--- src/rtl/osc_mon_pkg.sv ---
// Shared constants for the oscillator frequency monitor: FSM state encoding
// and default gate/limit values for a 10 MHz reference measured from a 160 MHz clock.
package osc_mon_pkg;

    localparam logic [1:0] ST_IDLE   = 2'd0;
    localparam logic [1:0] ST_ARM    = 2'd1;
    localparam logic [1:0] ST_GATE   = 2'd2;
    localparam logic [1:0] ST_REPORT = 2'd3;

    // 1 ms gate at 160 MHz; 10 MHz reference expects 10000 edges, +/-1 %
    localparam int unsigned DEF_GATE_CYCLES = 160000;
    localparam int unsigned DEF_CNT_W       = 20;
    localparam int unsigned DEF_SYNC_STAGES = 2;
    localparam int unsigned DEF_LO_LIMIT    = 9900;
    localparam int unsigned DEF_HI_LIMIT    = 10100;

endpackage

--- src/rtl/osc_mon_sync_edge.sv ---
// Synchronizes the asynchronous measured clock into the CLK domain and
// produces a one-cycle pulse for each rising edge.
module osc_mon_sync_edge #(
    parameter int unsigned SYNC_STAGES = 2
) (
    input  logic i_clk,
    input  logic i_resetn,
    input  logic i_d,
    output logic o_edge
);

    logic [SYNC_STAGES-1:0] r_sync;
    logic                   r_prev;

    // Synchronizer chain plus one delayed copy for edge detection
    always_ff @(posedge i_clk or negedge i_resetn) begin
        if (!i_resetn) begin
            r_sync <= '0;
            r_prev <= 1'b0;
        end else begin
            r_sync <= {r_sync[SYNC_STAGES-2:0], i_d};
            r_prev <= r_sync[SYNC_STAGES-1];
        end
    end

    assign o_edge = r_sync[SYNC_STAGES-1] & ~r_prev;

endmodule

--- src/rtl/osc_freq_monitor.sv ---
// Counts rising edges of an asynchronous clock over a fixed gate of CLK cycles,
// reports the count each gate and range-checks it with a sticky fault flag.
module osc_freq_monitor
    import osc_mon_pkg::*;
#(
    parameter int unsigned GATE_CYCLES = DEF_GATE_CYCLES,
    parameter int unsigned CNT_W       = DEF_CNT_W,
    parameter int unsigned SYNC_STAGES = DEF_SYNC_STAGES,
    parameter int unsigned LO_LIMIT    = DEF_LO_LIMIT,
    parameter int unsigned HI_LIMIT    = DEF_HI_LIMIT
) (
    input  logic             i_clk,
    input  logic             i_resetn,
    input  logic             i_en,
    input  logic             i_meas_in,
    input  logic             i_fault_clr,
    output logic [CNT_W-1:0] o_count,
    output logic             o_count_valid,
    output logic             o_in_range,
    output logic             o_fault
);

    localparam int unsigned      GW        = $clog2(GATE_CYCLES);
    localparam logic [GW-1:0]    GATE_LAST = GW'(GATE_CYCLES - 1);
    localparam logic [CNT_W-1:0] LO        = CNT_W'(LO_LIMIT);
    localparam logic [CNT_W-1:0] HI        = CNT_W'(HI_LIMIT);

    logic [1:0]       r_state;
    logic [1:0]       w_state_nxt;
    logic [GW-1:0]    r_gate_cnt;
    logic [CNT_W-1:0] r_edge_cnt;
    logic [CNT_W-1:0] r_count;
    logic             r_count_valid;
    logic             r_in_range;
    logic             r_fault;
    logic             w_edge;
    logic             w_gate_last;
    logic             w_sat;
    logic             w_in_range;

    osc_mon_sync_edge #(
        .SYNC_STAGES (SYNC_STAGES)
    ) u_sync_edge (
        .i_clk    (i_clk),
        .i_resetn (i_resetn),
        .i_d      (i_meas_in),
        .o_edge   (w_edge)
    );

    assign w_gate_last = (r_gate_cnt == GATE_LAST);
    assign w_sat       = &r_edge_cnt;
    assign w_in_range  = (r_edge_cnt >= LO) && (r_edge_cnt <= HI);

    // Next-state decode; EN low aborts ARM/GATE but lets REPORT finish
    always_comb begin
        w_state_nxt = ST_IDLE;
        case (r_state)
            ST_IDLE:   w_state_nxt = i_en ? ST_ARM : ST_IDLE;
            ST_ARM:    w_state_nxt = i_en ? ST_GATE : ST_IDLE;
            ST_GATE: begin
                if (!i_en)            w_state_nxt = ST_IDLE;
                else if (w_gate_last) w_state_nxt = ST_REPORT;
                else                  w_state_nxt = ST_GATE;
            end
            ST_REPORT: w_state_nxt = i_en ? ST_ARM : ST_IDLE;
            default:   w_state_nxt = ST_IDLE;
        endcase
    end

    // State register, gate counter and saturating edge counter
    always_ff @(posedge i_clk or negedge i_resetn) begin
        if (!i_resetn) begin
            r_state    <= ST_IDLE;
            r_gate_cnt <= '0;
            r_edge_cnt <= '0;
        end else begin
            r_state <= w_state_nxt;
            if (r_state == ST_ARM) begin
                r_gate_cnt <= '0;
                r_edge_cnt <= '0;
            end else if (r_state == ST_GATE) begin
                r_gate_cnt <= r_gate_cnt + GW'(1);
                if (w_edge && !w_sat) begin
                    r_edge_cnt <= r_edge_cnt + CNT_W'(1);
                end
            end
        end
    end

    // Result registers; a failing report wins over a simultaneous fault clear
    always_ff @(posedge i_clk or negedge i_resetn) begin
        if (!i_resetn) begin
            r_count       <= '0;
            r_count_valid <= 1'b0;
            r_in_range    <= 1'b0;
            r_fault       <= 1'b0;
        end else begin
            r_count_valid <= (r_state == ST_REPORT);
            if (r_state == ST_REPORT) begin
                r_count    <= r_edge_cnt;
                r_in_range <= w_in_range;
            end
            if ((r_state == ST_REPORT) && !w_in_range) begin
                r_fault <= 1'b1;
            end else if (i_fault_clr) begin
                r_fault <= 1'b0;
            end
        end
    end

    assign o_count       = r_count;
    assign o_count_valid = r_count_valid;
    assign o_in_range    = r_in_range;
    assign o_fault       = r_fault;

endmodule

--- config.mk ---
export PLATFORM = sky130hd
export DESIGN_NAME = osc_freq_monitor
export DESIGN_NICKNAME = d
export VERILOG_FILES = /design/src/rtl/osc_mon_pkg.sv /design/src/rtl/osc_mon_sync_edge.sv /design/src/rtl/osc_freq_monitor.sv
export SDC_FILE = /design/constraint.sdc
export NUM_CORES = 1
export LEC_CHECK = 0
export CORE_UTILIZATION = 40
export DETAILED_ROUTE_END_ITERATION = 16
export PLACE_DENSITY_LB_ADDON = 0.12
export SYNTH_ARGS = -nofsm -noshare
export SYNTH_HDL_FRONTEND = slang
export SYNTH_SLANG_ARGS = --single-unit
--- constraint.sdc ---
create_clock -name i_clk -period 6 [get_ports i_clk]
set_clock_uncertainty 0.1 [all_clocks]
set_input_delay 1.5 -clock i_clk [delete_from_list [all_inputs] [get_ports i_clk]]
set_output_delay 1.5 -clock i_clk [all_outputs]
set_load 0.05 [all_outputs]
==> metrics.txt, run 1 <==
DRC violations left 0; share of the core filled with cells 0.486; number of enable flip-flop cells after synthesis 0; TritonCTS Buffers 9; number of global-route vias before repair 2270; H-tree levels 3; Site Rows 32; number of max-slew violations in the final report 0; start-to-end type of the worst setup path flip-flop to output pin; top cells by area in the synthesized netlist sky130_fd_sc_hd__dfrtp_1 (50%), sky130_fd_sc_hd__mux2_2 (7.5%), sky130_fd_sc_hd__xnor2_1 (4.0%); Hold Slack 0.260 ns; crit path cell chain clkdlybuf4s50_1; Static Leakage 0.00161 µW; Setup TNS 0 ns; share of flip-flops with an asynchronous set or reset after synthesis 1.00; Horiz. Die Dim 92.6 µm; Max Cap Violations 0; post-synth top area share 0.503; number of buffers inserted by port buffering 27; fraction of layout cells with a size suffix above 1 0.160; Relative slew margins 0.301; Finish-stage setup viols 0; sum of routed wire length over all layers 6540 µm; flip-flop cell with the highest count after synthesis sky130_fd_sc_hd__dfrtp_1; status finished, final reports clean; total power per unit cell area 332 mW/mm²; Startpoint Class flip-flop; crit path time final 3.10 ns; vertical die dimension 92.6 µm; quantity of gates resized following cts 0; pin slew with the least headroom to its limit 1.05 ns; largest stage delay on the critical path 0.81 ns; share of the yosys chip area belonging to registers 0.503; antenna fix cells 0; Setup Fix Bufs, Post-CTS 0; category of cells accounting for the largest share of critical-path delay buffers and inverters; I/O pin cnt 28; synthesized netlist net count 316; number of antenna violations at the first check in global routing 0; synthesized instance count 305; first-pass GRT wire length 11300 µm; maximum resistive drop on vdd 218 µV; pin count of the biggest net entering global routing 47; starting utilization of the core area 0.419; final weighted congestion in routability-driven placement 0.817; number of buffers inserted for hold repair after clock tree synthesis 0; layout filler cell count 761; Antenna Violating Nets Remaining 0; cell type contributing the most total cell area after synthesis sky130_fd_sc_hd__dfrtp_1; register-to-register setup slack 3.40 ns; setup repair after global routing missed its margin false; hpwl dp 4400 µm; clock tree from TritonCTS yes; area delta synth->final 16.0%; nature of the critical path endpoint output pin; Critical Path RT 4.40 ns; overall routing resource usage 0.170; detailed router's first-iteration violation count 84; Highest Clock Rate 323 MHz; commonest cells after routing, fill and taps aside sky130_fd_sc_hd__dfrtp_1 (66), sky130_fd_sc_hd__nor2_1 (29), sky130_fd_sc_hd__clkdlybuf4s50_1 (26); final period utilization 0.516; kind of path behind the tightest hold check flip-flop to flip-flop; CTS root buffer sky130_fd_sc_hd__clkbuf_8; Avg Cell Area, Syn 10.8 µm²; number of hold-slack violations in the final timing report 0; synthesis-stage register bit count 66; vias post-DR 2324; CP arrival 1.50 ns; count of buffering cells on the critical path with inverters included 1; area of the placeable core 0.00785 mm²; Synth Warn # 0; clock latency of the later-clocked register in the worst-skew pair 0.34 ns; drt wl/cell 14.9 µm; post-synthesis instance area 0.00328 mm²; Yosys cell types 52; vias per inst 5.28; slowest stage cell, crit path sky130_fd_sc_hd__clkdlybuf4s50_1; CTS Sinks 66; Bufs on Longest Clock Path 2; clk slew on worst S/H paths 0.07 ns; maximum fanout encountered on the critical timing path 2; final net count 344; leading cell type in the layout, fill and taps excluded sky130_fd_sc_hd__dfrtp_1; leftover overflow at the end of global routing 0; drt first pass iters 4; total die area 0.00858 mm²
-- sequential cells by signal, summed over array words and instances, names as in the netlist, 2 cells and up --
signal and cells:
o_count 20, r_gate_cnt 18, u_sync_edge.r_sync 2, r_state 2, r_edge_cnt 20
-- stage by stage --
step	instances	cell area, µm²	setup slack, ns	power [µW]
detailed placement	424	3630	3.25	931
floorplan	305	3280	3.80	824
CTS	440	3810	2.88	1280
finish	440	3810	2.90	1270
global placement	424	3630	3.25	923
global route	440	3810	2.84	1350
-- final cells by class --
cell class              instances  area, µm²  share of cell area
multi-input cells             216       1530               0.401
clock buffers                  14        173              0.0453
inverters                      11       41.3              0.0108
well taps                     102        128              0.0335
clock inverters                 2       10.0             0.00263
flip-flops and latches         66       1650               0.433
repair buffers                 29        280              0.0735
-- synth_stat cells, types with 2 or more instances --
master and n:
sky130_fd_sc_hd__dfrtp_1 66, sky130_fd_sc_hd__nor2_1 30, sky130_fd_sc_hd__mux2_2 22, sky130_fd_sc_hd__nand3_1 17, sky130_fd_sc_hd__nand2_1 16, sky130_fd_sc_hd__o21ai_0 15
sky130_fd_sc_hd__xnor2_1 15, sky130_fd_sc_hd__a21oi_1 11, sky130_fd_sc_hd__inv_1 11, sky130_fd_sc_hd__nor3_1 11, sky130_fd_sc_hd__and3_1 7, sky130_fd_sc_hd__ha_1 6
sky130_fd_sc_hd__xor2_1 6, sky130_fd_sc_hd__nand4_1 5, sky130_fd_sc_hd__a211oi_1 4, sky130_fd_sc_hd__buf_1 4, sky130_fd_sc_hd__buf_2 4, sky130_fd_sc_hd__nor2b_1 4
sky130_fd_sc_hd__or3_1 4, sky130_fd_sc_hd__and4_4 3, sky130_fd_sc_hd__mux2i_1 3, sky130_fd_sc_hd__nor4_1 3, sky130_fd_sc_hd__o22ai_1 3, sky130_fd_sc_hd__buf_6 2
sky130_fd_sc_hd__mux2_1 2, sky130_fd_sc_hd__nor3b_1 2, sky130_fd_sc_hd__nor4_2 2, sky130_fd_sc_hd__nor4b_1 2, sky130_fd_sc_hd__or3b_1 2
-- per-layer routing --
layer	vias up	wire [µm]	share of wire	GRT usage
met5	-	0	0	0
met4	0	76	0.012	0.0731
met3	9	230	0.035	0.0353
met2	43	2780	0.42	0.242
met1	1129	3450	0.53	0.247
li1	1143	-	-	-
-- cell families (layout without fill, tap and decap cells) --
kind of cell / Yosys count / after routing / synth area share
simple gates: 121 / 121 / 0.216
xor+xnor: 21 / 21 / 0.0560
flops: 66 / 66 / 0.503
buf+inv: 23 / 56 / 0.0328
mux: 27 / 27 / 0.0914
compound gates: 41 / 41 / 0.0785
fa+ha+maj: 6 / 6 / 0.0229
-- path summary, 6_finish.rpt --
path	endpoint	from	depth (start not counted)
worst max register to register	r_edge_cnt[5]$_DFFE_PN0P_	r_state[0]$_DFF_PN0_	6
worst min-delay path	u_sync_edge.r_sync[1]$_DFF_PN0_	u_sync_edge.r_sync[0]$_DFF_PN0_	0
min in group asynchronous	r_gate_cnt[12]$_DFFE_PN0P_	i_resetn	1
worst max-delay path	o_count[18]	o_count[18]$_DFFE_PN0P_	1
max in group asynchronous	r_edge_cnt[5]$_DFFE_PN0P_	i_resetn	2
worst min register to register	u_sync_edge.r_sync[1]$_DFF_PN0_	u_sync_edge.r_sync[0]$_DFF_PN0_	0
-- power by group --
group          switching, µW  total [µW]  internal, µW  leakage, µW
combinational            234         369           135     0.000631
clock                    165         348           183    0.0000965
sequential              53.4         550           497     0.000884
total                    452        1270           815      0.00161
No activity file was read; power rests on OpenSTA's default activity.
==> run 2, diff against run 1 <==
==> constraint.sdc (replaced) <==
create_clock -name i_clk -period 3.2 [get_ports i_clk]
set_clock_uncertainty 0.1 [all_clocks]
set_input_delay 0.8 -clock i_clk [delete_from_list [all_inputs] [get_ports i_clk]]
set_output_delay 0.8 -clock i_clk [all_outputs]
set_load 0.05 [all_outputs]
==> run 2 against run 1 <==
  * Final cell count unchanged
  * Non-clock buffer count up 2
  * Highest routed layer unchanged
  * Clock power increased by 99%
  * Power up 90%
  * Largest cell class unchanged
  * Die area did not move
  * Via count rose by 2.2%
==> metrics.txt, run 2 (synthesis results as in run 1) <==
Startpoint Class flip-flop; worst r2r dst r_edge_cnt[5]$_DFFE_PN0P_; Setup crit end r_edge_cnt[5]$_DFFE_PN0P_; detailed router's first-iteration violation count 101 (+20%); leftover overflow at the end of global routing 0 (unchanged); start point of the critical path r_state[0]$_DFF_PN0_; count of buffering cells on the critical path with inverters included 1 (unchanged); start-to-end type of the worst setup path flip-flop to flip-flop; Static Leakage 0.00163 µW (+0.92%); area delta synth->final 16.8%; critical register-to-register path startpoint r_state[0]$_DFF_PN0_; clock tree from TritonCTS yes; number of buffers inserted by port buffering 27 (unchanged); total number of cells along the worst setup path 6 (+5); status finished, final reports clean; commonest cells after routing, fill and taps aside sky130_fd_sc_hd__dfrtp_1 (66), sky130_fd_sc_hd__nor2_1 (29), sky130_fd_sc_hd__clkdlybuf4s50_1 (26); Combinational Power Share 0.283 (-0.008); number of antenna violations at the first check in global routing 0 (unchanged); layout filler cell count 766 (+0.66%); quantity of gates resized following cts 0 (unchanged); cell area after layout 0.00383 mm² (+0.62%); crit path cell chain inv_1 > ha_1 > nor3b_1 > o21ai_2 > or3_1 > mux2_1; setup repair after global routing missed its margin false; pin count of the biggest net entering global routing 36 (-23%); TritonCTS Buffers 9 (unchanged); Setup Fix Bufs, Post-CTS 0 (unchanged); number of hold-slack violations in the final timing report 0 (unchanged); drt first pass iters 4 (unchanged); number of buffers inserted for hold repair after clock tree synthesis 0 (unchanged); Antenna Violating Nets Remaining 0 (unchanged); largest stage delay on the critical path 0.52 ns (-0.29 ns); sequential fraction of design power 0.429 (-0.006); vias post-DR 2376 (+2.2%); Horiz. Die Dim 92.6 µm (unchanged); register-to-register setup slack 0.69 ns (-2.71 ns); Worst Hold Depth 0 (unchanged); final period utilization 0.784; hpwl dp 4590 µm (+4.3%); Setup TNS 0 ns (unchanged); switching power as a share of total power 0.345 (-0.0116); CTS root buffer sky130_fd_sc_hd__clkbuf_8; CP arrival 2.63 ns (+1.13 ns); Max Cap Violations 0 (unchanged); Critical Path RT 3.32 ns (-1.08 ns); share of the core filled with cells 0.489 (+0.00303); nature of the critical path endpoint flip-flop; antenna fix cells 0 (unchanged); cell count of the worst reg-to-reg path 6 (unchanged); DRC violations left 0 (unchanged); design internal power 1580 µW (+94%); fraction of layout cells with a size suffix above 1 0.166 (+0.00592); number of max-slew violations in the final report 0 (unchanged); area of the placeable core 0.00785 mm² (unchanged); first-pass GRT wire length 11300 µm (-0.12%); slowest stage cell, crit path sky130_fd_sc_hd__ha_1; Relative slew margins 0.627 (+0.326); category of cells accounting for the largest share of critical-path delay simple AND/OR/NAND/NOR gates; final weighted congestion in routability-driven placement 0.847 (+3.7%); number of global-route vias before repair 2281 (+0.48%); crit path time final 2.51 ns; total die area 0.00858 mm² (unchanged); starting utilization of the core area 0.419 (unchanged); clk slew on worst S/H paths 0.07 ns (about the same); drt wl/cell 15.2 µm (+2.6%); clock latency of the later-clocked register in the worst-skew pair 0.33 ns (about the same); Site Rows 32 (unchanged); maximum fanout encountered on the critical timing path 19 (+17); I/O pin cnt 28 (unchanged); Clock Power Share 0.288 (+0.014); sum of routed wire length over all layers 6700 µm (+2.6%); cell area reported after detailed placement 0.00364 mm² (+0.41%); pin slew with the least headroom to its limit 0.559 ns (-0.490 ns); H-tree levels 3 (unchanged); leading cell type in the layout, fill and taps excluded sky130_fd_sc_hd__dfrtp_1; Finish-stage setup viols 0 (unchanged); overall routing resource usage 0.172 (+0.00203); vertical die dimension 92.6 µm (unchanged); kind of path behind the tightest hold check flip-flop to flip-flop; vias per inst 5.40 (+2.2%); final net count 346 (+0.58%); Bufs on Longest Clock Path 2 (unchanged); total power per unit cell area 628 mW/mm² (+89%); CTS Sinks 66 (unchanged); net load switching power 832 µW (+84%); maximum resistive drop on vdd 497 µV (+130%); Highest Clock Rate 398 MHz
[run 2: cell types whose count changed in the layout (fill, tap and decap cells not counted), sizes merged]
cell and delta:
buf +2, bufinv +1, clkbuf -3
[run 2: worst min-delay path by stage]
stage                     slack [ns]                         endpoint                            start
final                           0.25  u_sync_edge.r_sync[1]$_DFF_PN0_  u_sync_edge.r_sync[0]$_DFF_PN0_
after global routing            0.26  u_sync_edge.r_sync[1]$_DFF_PN0_  u_sync_edge.r_sync[0]$_DFF_PN0_
after CTS                       0.25  u_sync_edge.r_sync[1]$_DFF_PN0_  u_sync_edge.r_sync[0]$_DFF_PN0_
after detailed placement        0.24  u_sync_edge.r_sync[1]$_DFF_PN0_  u_sync_edge.r_sync[0]$_DFF_PN0_
after global placement          0.25  u_sync_edge.r_sync[1]$_DFF_PN0_  u_sync_edge.r_sync[0]$_DFF_PN0_
after floorplan                 0.23  u_sync_edge.r_sync[1]$_DFF_PN0_  u_sync_edge.r_sync[0]$_DFF_PN0_
[run 2: per-layer routing]
layer	part of all wire	wire length [µm]	up-vias	track usage
met5	0	0	-	0
met4	0.019	130	0	0.0949
met3	0.041	272	12	0.0312
met2	0.43	2850	55	0.238
met1	0.51	3450	1165	0.251
li1	-	-	1144	-
[run 2: power by group through the flow]
stage / Clock, µW / Sequential (µW) / Combinational [µW]
final: 694 / 1030 / 681
after global routing: 747 / 1050 / 758
after CTS: 716 / 1030 / 693
after detailed placement: 0 / 1050 / 689
after global placement: 0 / 1040 / 680
after floorplan: 0 / 1130 / 420
[run 2: final cells by class]
type,instances,area (µm²),share of cell area
flip-flops and latches,66,1650,0.431
multi-input cells,216,1530,0.398
repair buffers,31,295,0.0770
clock buffers,11,151,0.0395
well taps,102,128,0.0333
inverters,11,41.3,0.0108
clock inverters,3,40.0,0.0104
[run 2: per-stage QoR]
stage,instances,hold WS (ns),setup slack (ns),total power (µW)
floorplan,305,0.231,1.10,1540
global placement,426,0.247,0.773,1720
detailed placement,426,0.236,0.683,1740
CTS,440,0.251,0.683,2440
global route,440,0.261,0.535,2550
finish,440,0.249,0.690,2410
==> run 3, diff against run 2 <==
==> constraint.sdc (replaced) <==
create_clock -name i_clk -period 2.35 [get_ports i_clk]
set_clock_uncertainty 0.1 [all_clocks]
set_input_delay 0.5875 -clock i_clk [delete_from_list [all_inputs] [get_ports i_clk]]
set_output_delay 0.5875 -clock i_clk [all_outputs]
set_load 0.05 [all_outputs]
==> run 3 against run 2 <==
  * Via count grew 1.8%
  * Non-clock buffer count grew 10
  * Global-route usage grew 0.13 points
  * Register-to-register slack lost 0.55 ns
  * First-iteration DRC count decreased by 20%
  * Count of clock-buffer cells in the layout grew 3
  * Sequential power increased by 36%
  * Utilization up 1.0 points
  * Die area did not move
  * Maximum frequency up 14%
==> metrics.txt, run 3 (synthesis results as in run 1) <==
quantity of gates resized following cts 0 (unchanged); cell count of the worst reg-to-reg path 7 (+1); crit path time final 2.21 ns (-0.300 ns); area of the placeable core 0.00785 mm² (unchanged); overall power 3300 µW (+37%); kind of path behind the tightest hold check primary input to asynchronous set/reset pin; total power per unit cell area 844 mW/mm² (+34%); first-pass GRT wire length 11500 µm (+1.8%); Highest Clock Rate 453 MHz (+14%); pin count of the biggest net entering global routing 28 (-22%); CTS root buffer sky130_fd_sc_hd__clkbuf_8; share of the core filled with cells 0.499 (+0.0100); clk slew on worst S/H paths 0.07 ns (about the same); Relative slew margins 0.618 (-0.00894); leading cell type in the layout, fill and taps excluded sky130_fd_sc_hd__dfrtp_1; setup repair after global routing missed its margin false; number of buffers inserted for hold repair after clock tree synthesis 0 (unchanged); final weighted congestion in routability-driven placement 0.812 (-4.1%); starting utilization of the core area 0.419 (unchanged); register-to-register setup slack 0.14 ns (-0.55 ns); vertical die dimension 92.6 µm (unchanged); detailed router's first-iteration violation count 81 (-20%); Combinational Power Share 0.310 (+0.027); vias post-DR 2419 (+1.8%); net load switching power 1160 µW (+39%); status finished, final reports clean; sum of routed wire length over all layers 6590 µm (-1.6%); Max Cap Violations 0 (unchanged); critical register-to-register path startpoint r_state[0]$_DFF_PN0_; number of antenna violations at the first check in global routing 0 (unchanged); CTS Sinks 66 (unchanged); CP arrival 2.35 ns (-0.28 ns); clock tree from TritonCTS yes; Bufs on Longest Clock Path 2 (unchanged); number of buffers inserted by port buffering 27 (unchanged); cell count after placement 436 (+2.3%); Site Rows 32 (unchanged); Final Non-Filler Cells 452 (+2.7%); fraction of layout cells with a size suffix above 1 0.189 (+0.0229); vias per inst 5.35 (-0.89%); Setup Fix Bufs, Post-CTS 0 (unchanged); Finish-stage setup viols 0 (unchanged); final net count 356 (+2.9%); number of hold-slack violations in the final timing report 0 (unchanged); I/O pin cnt 28 (unchanged); TritonCTS Buffers 9 (unchanged); Static Leakage 0.00168 µW (+3.1%); drt wl/cell 14.6 µm (-4.3%); total die area 0.00858 mm² (unchanged); clock latency of the later-clocked register in the worst-skew pair 0.34 ns (about the same); Startpoint Class flip-flop; number of max-slew violations in the final report 0 (unchanged); H-tree levels 3 (unchanged); start-to-end type of the worst setup path flip-flop to flip-flop; number of global-route vias before repair 2288 (+0.31%); cell area reported after detailed placement 0.00373 mm² (+2.4%); pin slew with the least headroom to its limit 0.567 ns (+0.00741 ns); worst r2r dst r_edge_cnt[16]$_DFFE_PN0P_; design internal power 2150 µW (+36%); Antenna Violating Nets Remaining 0 (unchanged); DRC violations left 0 (unchanged); switching power as a share of total power 0.351 (+0.00531); Setup TNS 0 ns (unchanged); Horiz. Die Dim 92.6 µm (unchanged); maximum resistive drop on vdd 475 µV (-4.5%); leftover overflow at the end of global routing 0 (unchanged); overall routing resource usage 0.173 (+0.00129); area delta synth->final 19.2%; nature of the critical path endpoint flip-flop; final period utilization 0.940 (+0.156); antenna fix cells 0 (unchanged); maximum fanout encountered on the critical timing path 8 (-11); drt first pass iters 6 (+2); Clock Power Share 0.266 (-0.022); commonest cells after routing, fill and taps aside sky130_fd_sc_hd__dfrtp_1 (66), sky130_fd_sc_hd__nor2_1 (29), sky130_fd_sc_hd__clkdlybuf4s50_1 (26); hpwl dp 4640 µm (+1.1%); sequential fraction of design power 0.424 (-0.005); Critical Path RT 2.49 ns (-0.83 ns); cell area after layout 0.00391 mm² (+2.1%)
-- run 3: worst max path at each step --
stage / startpoint / to / cells past startpoint
after floorplan: r_state[0]$_DFF_PN0_ / r_edge_cnt[5]$_DFFE_PN0P_ / 7
after global placement: r_state[0]$_DFF_PN0_ / r_edge_cnt[14]$_DFFE_PN0P_ / 7
after detailed placement: r_state[0]$_DFF_PN0_ / r_edge_cnt[16]$_DFFE_PN0P_ / 7
after CTS: o_count[9]$_DFFE_PN0P_ / o_count[9] / 1
after global routing: r_state[0]$_DFF_PN0_ / r_edge_cnt[16]$_DFFE_PN0P_ / 7
final: r_state[0]$_DFF_PN0_ / r_edge_cnt[16]$_DFFE_PN0P_ / 7
-- run 3: cell type report --
type | instances | area [µm²]
clock buffers | 14 | 173
fillers | 750 | 3930
inverters | 11 | 41.3
multi-input cells | 216 | 1530
clock inverters | 2 | 10.0
repair buffers | 41 | 383
well taps | 102 | 128
flip-flops and latches | 66 | 1650
-- run 3: stage by stage --
step / hold WS (ns) / setup slack (ns)
floorplan: 0.192 / 0.246
global placement: 0.236 / 0.241
finish: 0.0525 / 0.140
CTS: 0.0557 / 0.127
detailed placement: 0.242 / 0.169
global route: 0.0756 / 0.0498
-- run 3: per-layer routing --
metal | wire (µm) | share of wire | global-route usage
met3 | 245 | 0.037 | 0.0328
met4 | 121 | 0.018 | 0.0769
met1 | 3360 | 0.51 | 0.251
met5 | 0 | 0 | 0
met2 | 2870 | 0.44 | 0.249
-- run 3: worst max-delay path: stages (launching register included) --
cell	delay (ns)
sky130_fd_sc_hd__dfrtp_1	0.38
sky130_fd_sc_hd__inv_1	0.05
sky130_fd_sc_hd__ha_1	0.33
sky130_fd_sc_hd__or3b_1	0.56
sky130_fd_sc_hd__nor4_4	0.30
sky130_fd_sc_hd__nand4_1	0.17
sky130_fd_sc_hd__xor2_1	0.17
sky130_fd_sc_hd__nor2_1	0.05
-- run 3: power groups by stage --
stage	combinational [µW]	clock (µW)	sequential [µW]
final	1020	880	1400
after global routing	1130	969	1420
after CTS	1040	915	1400
after detailed placement	1030	0	1420
after global placement	1030	0	1420
after floorplan	572	0	1530
